File: config.mk
export PLATFORM = sky130hd
export DESIGN_NAME = dcache_wb_buffer
export DESIGN_NICKNAME = d
export VERILOG_FILES = /design/src/rtl/dcache_wb_buffer_pkg.sv /design/src/rtl/dcache_wb_buffer_cam.sv /design/src/rtl/dcache_wb_buffer.sv
export SDC_FILE = /design/constraint.sdc
export NUM_CORES = 1
export LEC_CHECK = 0
export CAP_MARGIN = 20
export CORE_UTILIZATION = 35
export DETAILED_ROUTE_END_ITERATION = 16
export GPL_TIMING_DRIVEN = 0
export PLACE_DENSITY_LB_ADDON = 0.12
export SETUP_SLACK_MARGIN = 0.2
export SLEW_MARGIN = 15
export SYNTH_ARGS = -nofsm -noshare
export SYNTH_HDL_FRONTEND = slang
export SYNTH_SLANG_ARGS = --single-unit
File: constraint.sdc
create_clock -name clock -period 3.8 [get_ports clock]
set_input_delay 0.38 -clock clock [delete_from_list [all_inputs] [get_ports clock]]
set_output_delay 0.38 -clock clock [all_outputs]
set_load 0.1 [all_outputs]
File: src/rtl/dcache_wb_buffer_pkg.sv
// Shared types for the Dcache write-back buffer: victim address, bus command,
// buffer entry and controller state.
package dcache_wb_buffer_pkg;

  localparam int unsigned TAG_W = 8;
  localparam int unsigned SET_W = 5;

  typedef struct packed {
    logic [TAG_W-1:0] tag;
    logic [SET_W-1:0] set_index;
  } SASS_ADDR;

  typedef enum logic [1:0] {
    BUS_NONE  = 2'h0,
    BUS_LOAD  = 2'h1,
    BUS_STORE = 2'h2
  } BUS_COMMAND;

  typedef struct packed {
    logic        valid;
    SASS_ADDR    addr;
    logic [63:0] data;
  } WB_ENTRY_t;

  typedef enum logic [1:0] {
    WB_IDLE  = 2'd0,
    WB_DRAIN = 2'd1,
    WB_FLUSH = 2'd2
  } WB_STATE_t;

  // Line-aligned byte address of a victim line.
  function automatic logic [63:0] wb_bus_addr(SASS_ADDR a);
    return 64'({a.tag, a.set_index, 3'b000});
  endfunction

endpackage

File: src/rtl/dcache_wb_buffer_cam.sv
// Address-match CAM over the write-back entries: per-entry match vector plus
// the index of the (unique) matching entry.
module wb_cam
  import dcache_wb_buffer_pkg::*;
#(
  parameter int unsigned WB_DEPTH = 4,
  parameter int unsigned IDX_W    = $clog2(WB_DEPTH)
) (
  input  WB_ENTRY_t [WB_DEPTH-1:0] entries_i,
  input  SASS_ADDR                 key_i,
  output logic [WB_DEPTH-1:0]      match_o,
  output logic [IDX_W-1:0]         idx_o
);

  always_comb begin
    match_o = '0;
    idx_o   = '0;
    for (int unsigned i = 0; i < WB_DEPTH; i++) begin
      if (entries_i[i].valid && (entries_i[i].addr == key_i)) begin
        match_o[i] = 1'b1;
        idx_o      = IDX_W'(i);
      end
    end
  end

endmodule

File: src/rtl/dcache_wb_buffer.sv
// Circular write-back buffer between the Dcache and memory: absorbs dirty
// victims, coalesces repeats, serves load-miss lookups and drains on flush.
module dcache_wb_buffer
  import dcache_wb_buffer_pkg::*;
#(
  parameter int unsigned WB_DEPTH = 4
) (
  input  logic        clock,
  input  logic        reset,
  input  logic        evict_en,
  input  logic        evict_valid,
  input  logic        evict_dirty,
  input  SASS_ADDR    evict_addr,
  input  logic [63:0] evict_data,
  output logic        wb_full,
  input  SASS_ADDR    rd_addr,
  output logic        rd_hit,
  output logic [63:0] rd_data,
  input  logic        mem_grant,
  output BUS_COMMAND  proc2mem_command,
  output logic [63:0] proc2mem_addr,
  output logic [63:0] proc2mem_data,
  input  logic [3:0]  mem2proc_response,
  input  logic        flush_req,
  output logic        flush_done
);

  localparam int unsigned PTR_W = $clog2(WB_DEPTH);

  WB_ENTRY_t [WB_DEPTH-1:0] buf_q, buf_d;
  logic [PTR_W-1:0]         head_q, head_d, tail_q, tail_d;
  logic [PTR_W:0]           count_q, count_d;
  WB_STATE_t                state_q, state_d;

  logic [WB_DEPTH-1:0] rd_match, wr_match;
  logic [PTR_W-1:0]    rd_idx, wr_idx;
  logic                issue, pop, push, coalesce, push_new;

  wb_cam #(.WB_DEPTH(WB_DEPTH)) u_rd_cam (
    .entries_i (buf_q),
    .key_i     (rd_addr),
    .match_o   (rd_match),
    .idx_o     (rd_idx)
  );

  wb_cam #(.WB_DEPTH(WB_DEPTH)) u_wr_cam (
    .entries_i (buf_q),
    .key_i     (evict_addr),
    .match_o   (wr_match),
    .idx_o     (wr_idx)
  );

  assign issue    = (count_q != '0) && mem_grant;
  assign pop      = issue && (mem2proc_response != '0);
  assign wb_full  = (count_q == (PTR_W+1)'(WB_DEPTH)) || (state_q == WB_FLUSH);
  assign push     = evict_en && evict_valid && evict_dirty && !wb_full;
  // A match on the head that leaves this cycle must become a fresh tail entry.
  assign coalesce = (|wr_match) && !(pop && wr_match[head_q]);
  assign push_new = push && !coalesce;

  assign proc2mem_command = issue ? BUS_STORE : BUS_NONE;
  assign proc2mem_addr    = issue ? wb_bus_addr(buf_q[head_q].addr) : '0;
  assign proc2mem_data    = issue ? buf_q[head_q].data : '0;
  assign rd_hit           = |rd_match;
  assign rd_data          = rd_hit ? buf_q[rd_idx].data : '0;
  assign flush_done       = (state_q == WB_FLUSH) && (count_q == '0);

  always_comb begin
    buf_d   = buf_q;
    head_d  = head_q;
    tail_d  = tail_q;
    count_d = count_q;
    if (push && coalesce) begin
      buf_d[wr_idx].data = evict_data;
    end
    if (pop) begin
      buf_d[head_q].valid = 1'b0;
      head_d              = head_q + 1'b1;
    end
    if (push_new) begin
      buf_d[tail_q] = '{valid: 1'b1, addr: evict_addr, data: evict_data};
      tail_d        = tail_q + 1'b1;
    end
    if (push_new && !pop) begin
      count_d = count_q + 1'b1;
    end else if (!push_new && pop) begin
      count_d = count_q - 1'b1;
    end
  end

  always_comb begin
    state_d = state_q;
    unique case (state_q)
      WB_IDLE:  if (push) state_d = WB_DRAIN;
      WB_DRAIN: if (count_d == '0) state_d = WB_IDLE;
      WB_FLUSH: if (count_q == '0) state_d = WB_IDLE;
      default:  state_d = WB_IDLE;
    endcase
    if (flush_req) begin
      state_d = WB_FLUSH;
    end
  end

  always_ff @(posedge clock or negedge reset) begin
    if (!reset) begin
      buf_q   <= '0;
      head_q  <= '0;
      tail_q  <= '0;
      count_q <= '0;
      state_q <= WB_IDLE;
    end else begin
      buf_q   <= buf_d;
      head_q  <= head_d;
      tail_q  <= tail_d;
      count_q <= count_d;
      state_q <= state_d;
    end
  end

endmodule

==> flow_metrics.tcl <==
set metrics [dict create \
    combPwrFrac_pct 44.1 \
    vdd_drop_max_v 0.000370 \
    die_height_um 237 \
    area_growth_syn_to_layout_pct 27.2 \
    critPathMostFrequentCell "clkbuf_1" \
    path_cells "clkdlybuf4s50_1, clkbuf_1, clkbuf_1, and3_1, clkdlybuf4s15_2" \
    worstMarginPinSlew_ns 0.974 \
    grt_overflow 0 \
    hold_viol 0 \
    routabilityCongestion 0.866 \
    crit_type "input port to primary output" \
    vias 13700 \
    path_buf_inv 4 \
    grt_setup_unrepaired "true" \
    drv_slew 0 \
    dp.cells 2510 \
    final_core_util_pct 45.4 \
    io_pins 298 \
    hold_class "input port to flop" \
    die_area_mm2 0.0561 \
    synth-seq-cells 321 \
    root_buffer "clkbuf_16" \
    finalClockSkew_ns 0.0238 \
    status "completed" \
    synth_edf_count 0 \
    ys_seq_area_share_pct 41.6 \
    routed_wirelength_um 61100 \
    tritoncts "built" \
    cp-start-kind "input port" \
    yosys_warnings 0 \
    setup_violations 0 \
    layout.nets 1974 \
    wire_per_inst_um 23.6 \
    netlist_instances 1537 \
    synth.avg_cell_area_um2 12.6 \
    hpwl_um 41600 \
    relSlewSlack_pct 34.8 \
    cp.required_ns 3.42 \
    cts.sinks 321 \
    pwr-share-clk_pct 22.2 \
    cp_num_cells 5 \
    antenna_found_initial 2 \
    core_mm2 0.0541 \
    cts_buffers 40 \
    max_cap_violations 0 \
    cp_max_fo 10 \
    htreeDepth 2 \
    drc 0 \
    syn_area_mm2 0.0193 \
    async_flop_share_pct 100 \
    first_iter_violations 639 \
    crit_path_max_incr_delay_ns 0.75 \
    switching_share_pct 39.8 \
    cellPowerDensity_mw_per_mm2 726 \
    dr.pass1.iters 5 \
    period_needed_ns 3.49 \
    power.total_mw 17.8 \
    instances_no_fill 2586 \
    port_buffers 221 \
    netSwitchingPower_mw 7.11 \
    leakagePower_nw 11.3 \
    drive_gt1_share_pct 44.7 \
    synth_cell_type_count 50 \
    fillers 4946 \
    die_x_um 237 \
    clockBufferDepth 3 \
    fin_crit_sh_pct 91.8 \
    power_frac_seq_pct 33.7 \
    synth_flop_cell "dfrtp_1" \
    internal_power_mw 10.7 \
    fmax_mhz 287 \
    grt_max_degree 97 \
    num_rows 85 \
    final_antenna_net_count 0 \
    grt_pass1_vias 14400 \
    clkLatencyLatePin_ns 0.57 \
    via_per_inst 5.28 \
    path_delay_family "buffers and inverters" \
    grt_use_total_pct 21.9 \
    end_kind "primary output" \
    crit_path_top_delay_cell "clkdlybuf4s50_1" \
    grt_pass1_wl_um 92400 \
    arrival_ns 3.11 \
    reg2regPathDepth 10 \
    path_clk_slew_ns 0.05 \
    whs_path_depth 2 \
    start_util_pct 35.7 \
]
==> cell usage in the layout, fill, tap and decap left out, types with 7 or more instances in the layout <==
| cell type | instances |
|---|---|
| nor2_2 | 60 |
| clkdlybuf4s15_2 | 65 |
| clkdlybuf4s50_1 | 75 |
| nand2_1 | 31 |
| inv_1 | 9 |
| ha_1 | 11 |
| a211oi_1 | 64 |
| mux4_2 | 78 |
| nor2_1 | 72 |
| dfrtp_1 | 321 |
| clkbuf_8 | 11 |
| mux2_2 | 119 |
| nand4_1 | 29 |
| xnor2_2 | 16 |
| buf_2 | 33 |
| mux2i_1 | 65 |
| xor2_1 | 10 |
| and3_1 | 79 |
| clkbuf_2 | 29 |
| buf_6 | 53 |
| mux2_4 | 180 |
| a21oi_1 | 64 |
| clkbuf_16 | 41 |
| mux2_1 | 10 |
| xnor2_1 | 84 |
| clkbuf_4 | 13 |
| conb_1 | 52 |
| buf_4 | 107 |
| clkbuf_1 | 38 |
| nor4_2 | 7 |
==> cell families (layout without fill, tap and decap cells) <==
kind of cell | after synthesis | after routing | share of synthesized area (%)
adders and majority gates | 11 | 11 | 0.712
muxes | 452 | 452 | 34.0
other | 1 | 53 | 0.0194
xor gates and xnor gates | 110 | 110 | 4.99
AOI/OAI and AO/OA | 145 | 145 | 4.95
DFF | 321 | 321 | 41.6
buffers and inverters | 195 | 496 | 6.00
and+or+nand+nor | 302 | 302 | 7.78
==> area by class of cell <==
cell class                 count  area, um^2  share of cell area, %
antenna                        1        2.50                 0.0102
buffer                       186        1290                   5.26
clock buffer                  60        1190                   4.83
clock inverter                 9         155                  0.631
inverter                       9        33.8                  0.137
multi-input combinational   1072       10600                   43.3
sequential                   321        8030                   32.7
tap                          696         871                   3.54
timing repair buffer         232        2350                   9.55
==> what timing repair did <==
item / CTS / global route
hold buffers: 1 / 0
resized for setup: 730 / 87
endpoints found under the setup margin: 215 / 239
endpoints found under the hold margin: 68 / 0
buffers inserted: 1 / 4
pin swaps: 0 / 3
==> sequential cells by signal (all words and copies together), names as in the netlist <==
register	flops
tail_q	2
head_q	2
buf_q	312
count_q	3
state_q	2
==> per-stage QoR <==
| stage | setup slack, ns | instance area [um^2] | hold WS, ns | TNS, ns |
|---|---|---|---|---|
| 2_1_floorplan | 0.314 | 19700 | 0.0844 | 0 |
| 3_3_place_gp | -12.43 | 22700 | 0.443 | -4085.56 |
| 3_5_place_dp | -1.43 | 22900 | 0.379 | -112.66 |
| 4_1_cts | 0.193 | 24300 | 0.158 | 0 |
| 5_1_grt | 0.165 | 24600 | 0.206 | 0 |
| 6_report | 0.310 | 24600 | 0.182 | 0 |
==> worst paths after layout <==
check / from / endpoint / slack (ns)
max in group asynchronous: reset / buf_q[123] / 2.07
hold / removal: evict_addr[8] / buf_q[228] / 0.18
min in group asynchronous: reset / buf_q[243] / 0.37
hold reg to reg: state_q[0] / state_q[0] / 0.45
setup / recovery: mem_grant / proc2mem_data[56] / 0.31
setup reg to reg: buf_q[309] / buf_q[242] / 0.37
==> cell usage after synthesis (2+ instances only) <==
master / count / area share, %
o21ai_0: 3 / 0.078
a21oi_1: 64 / 1.7
buf_2: 23 / 0.60
mux2i_1: 65 / 3.4
nand2_1: 31 / 0.60
mux2_1: 10 / 0.58
nor2_1: 135 / 2.6
clkbuf_1: 68 / 1.3
and2_1: 2 / 0.065
o41ai_1: 2 / 0.091
and3_1: 79 / 2.6
nand3_1: 4 / 0.10
buf_1: 14 / 0.27
mux2_4: 180 / 14
mux4_2: 78 / 9.1
nand2_2: 3 / 0.097
buf_4: 56 / 2.2
xnor2_1: 100 / 4.5
ha_1: 11 / 0.71
nor4_2: 3 / 0.19
nor4_1: 7 / 0.23
inv_1: 9 / 0.17
xor2_1: 10 / 0.45
a211oi_1: 64 / 2.5
dfrtp_1: 321 / 42
mux2_2: 119 / 6.9
nand4_1: 29 / 0.94
buf_6: 25 / 1.5
==> power by group through the flow <==
stage / Combinational [mW] / Sequential (mW) / Clock, mW
6_report: 7.86 / 6.01 / 3.97
5_1_grt: 8.33 / 6.20 / 4.20
4_1_cts: 7.85 / 5.96 / 4.07
3_5_place_dp: 7.87 / 5.98 / 0
3_3_place_gp: 7.78 / 5.95 / 0
2_1_floorplan: 6.20 / 5.60 / 0
==> routing by layer <==
| metal | part of all wire (%) | track usage, % |
|---|---|---|
| met1 | 45 | 29.5 |
| met2 | 48 | 35.9 |
| met3 | 4.2 | 3.17 |
| met4 | 2.7 | 7.63 |
| met5 | 0 | 0 |
==> worst reg2reg max path, stage by stage (launching register included) <==
cell,delay (ns)
dfrtp_1,0.45
xnor2_1,0.24
nand4_1,0.19
nor4_2,0.58
mux4_2,0.35
nand2_2,0.08
o31a_1,0.16
mux2i_1,0.17
nor2_4,0.46
buf_6,0.30
mux2_4,0.33
No activity file was read; power rests on OpenSTA's default activity.
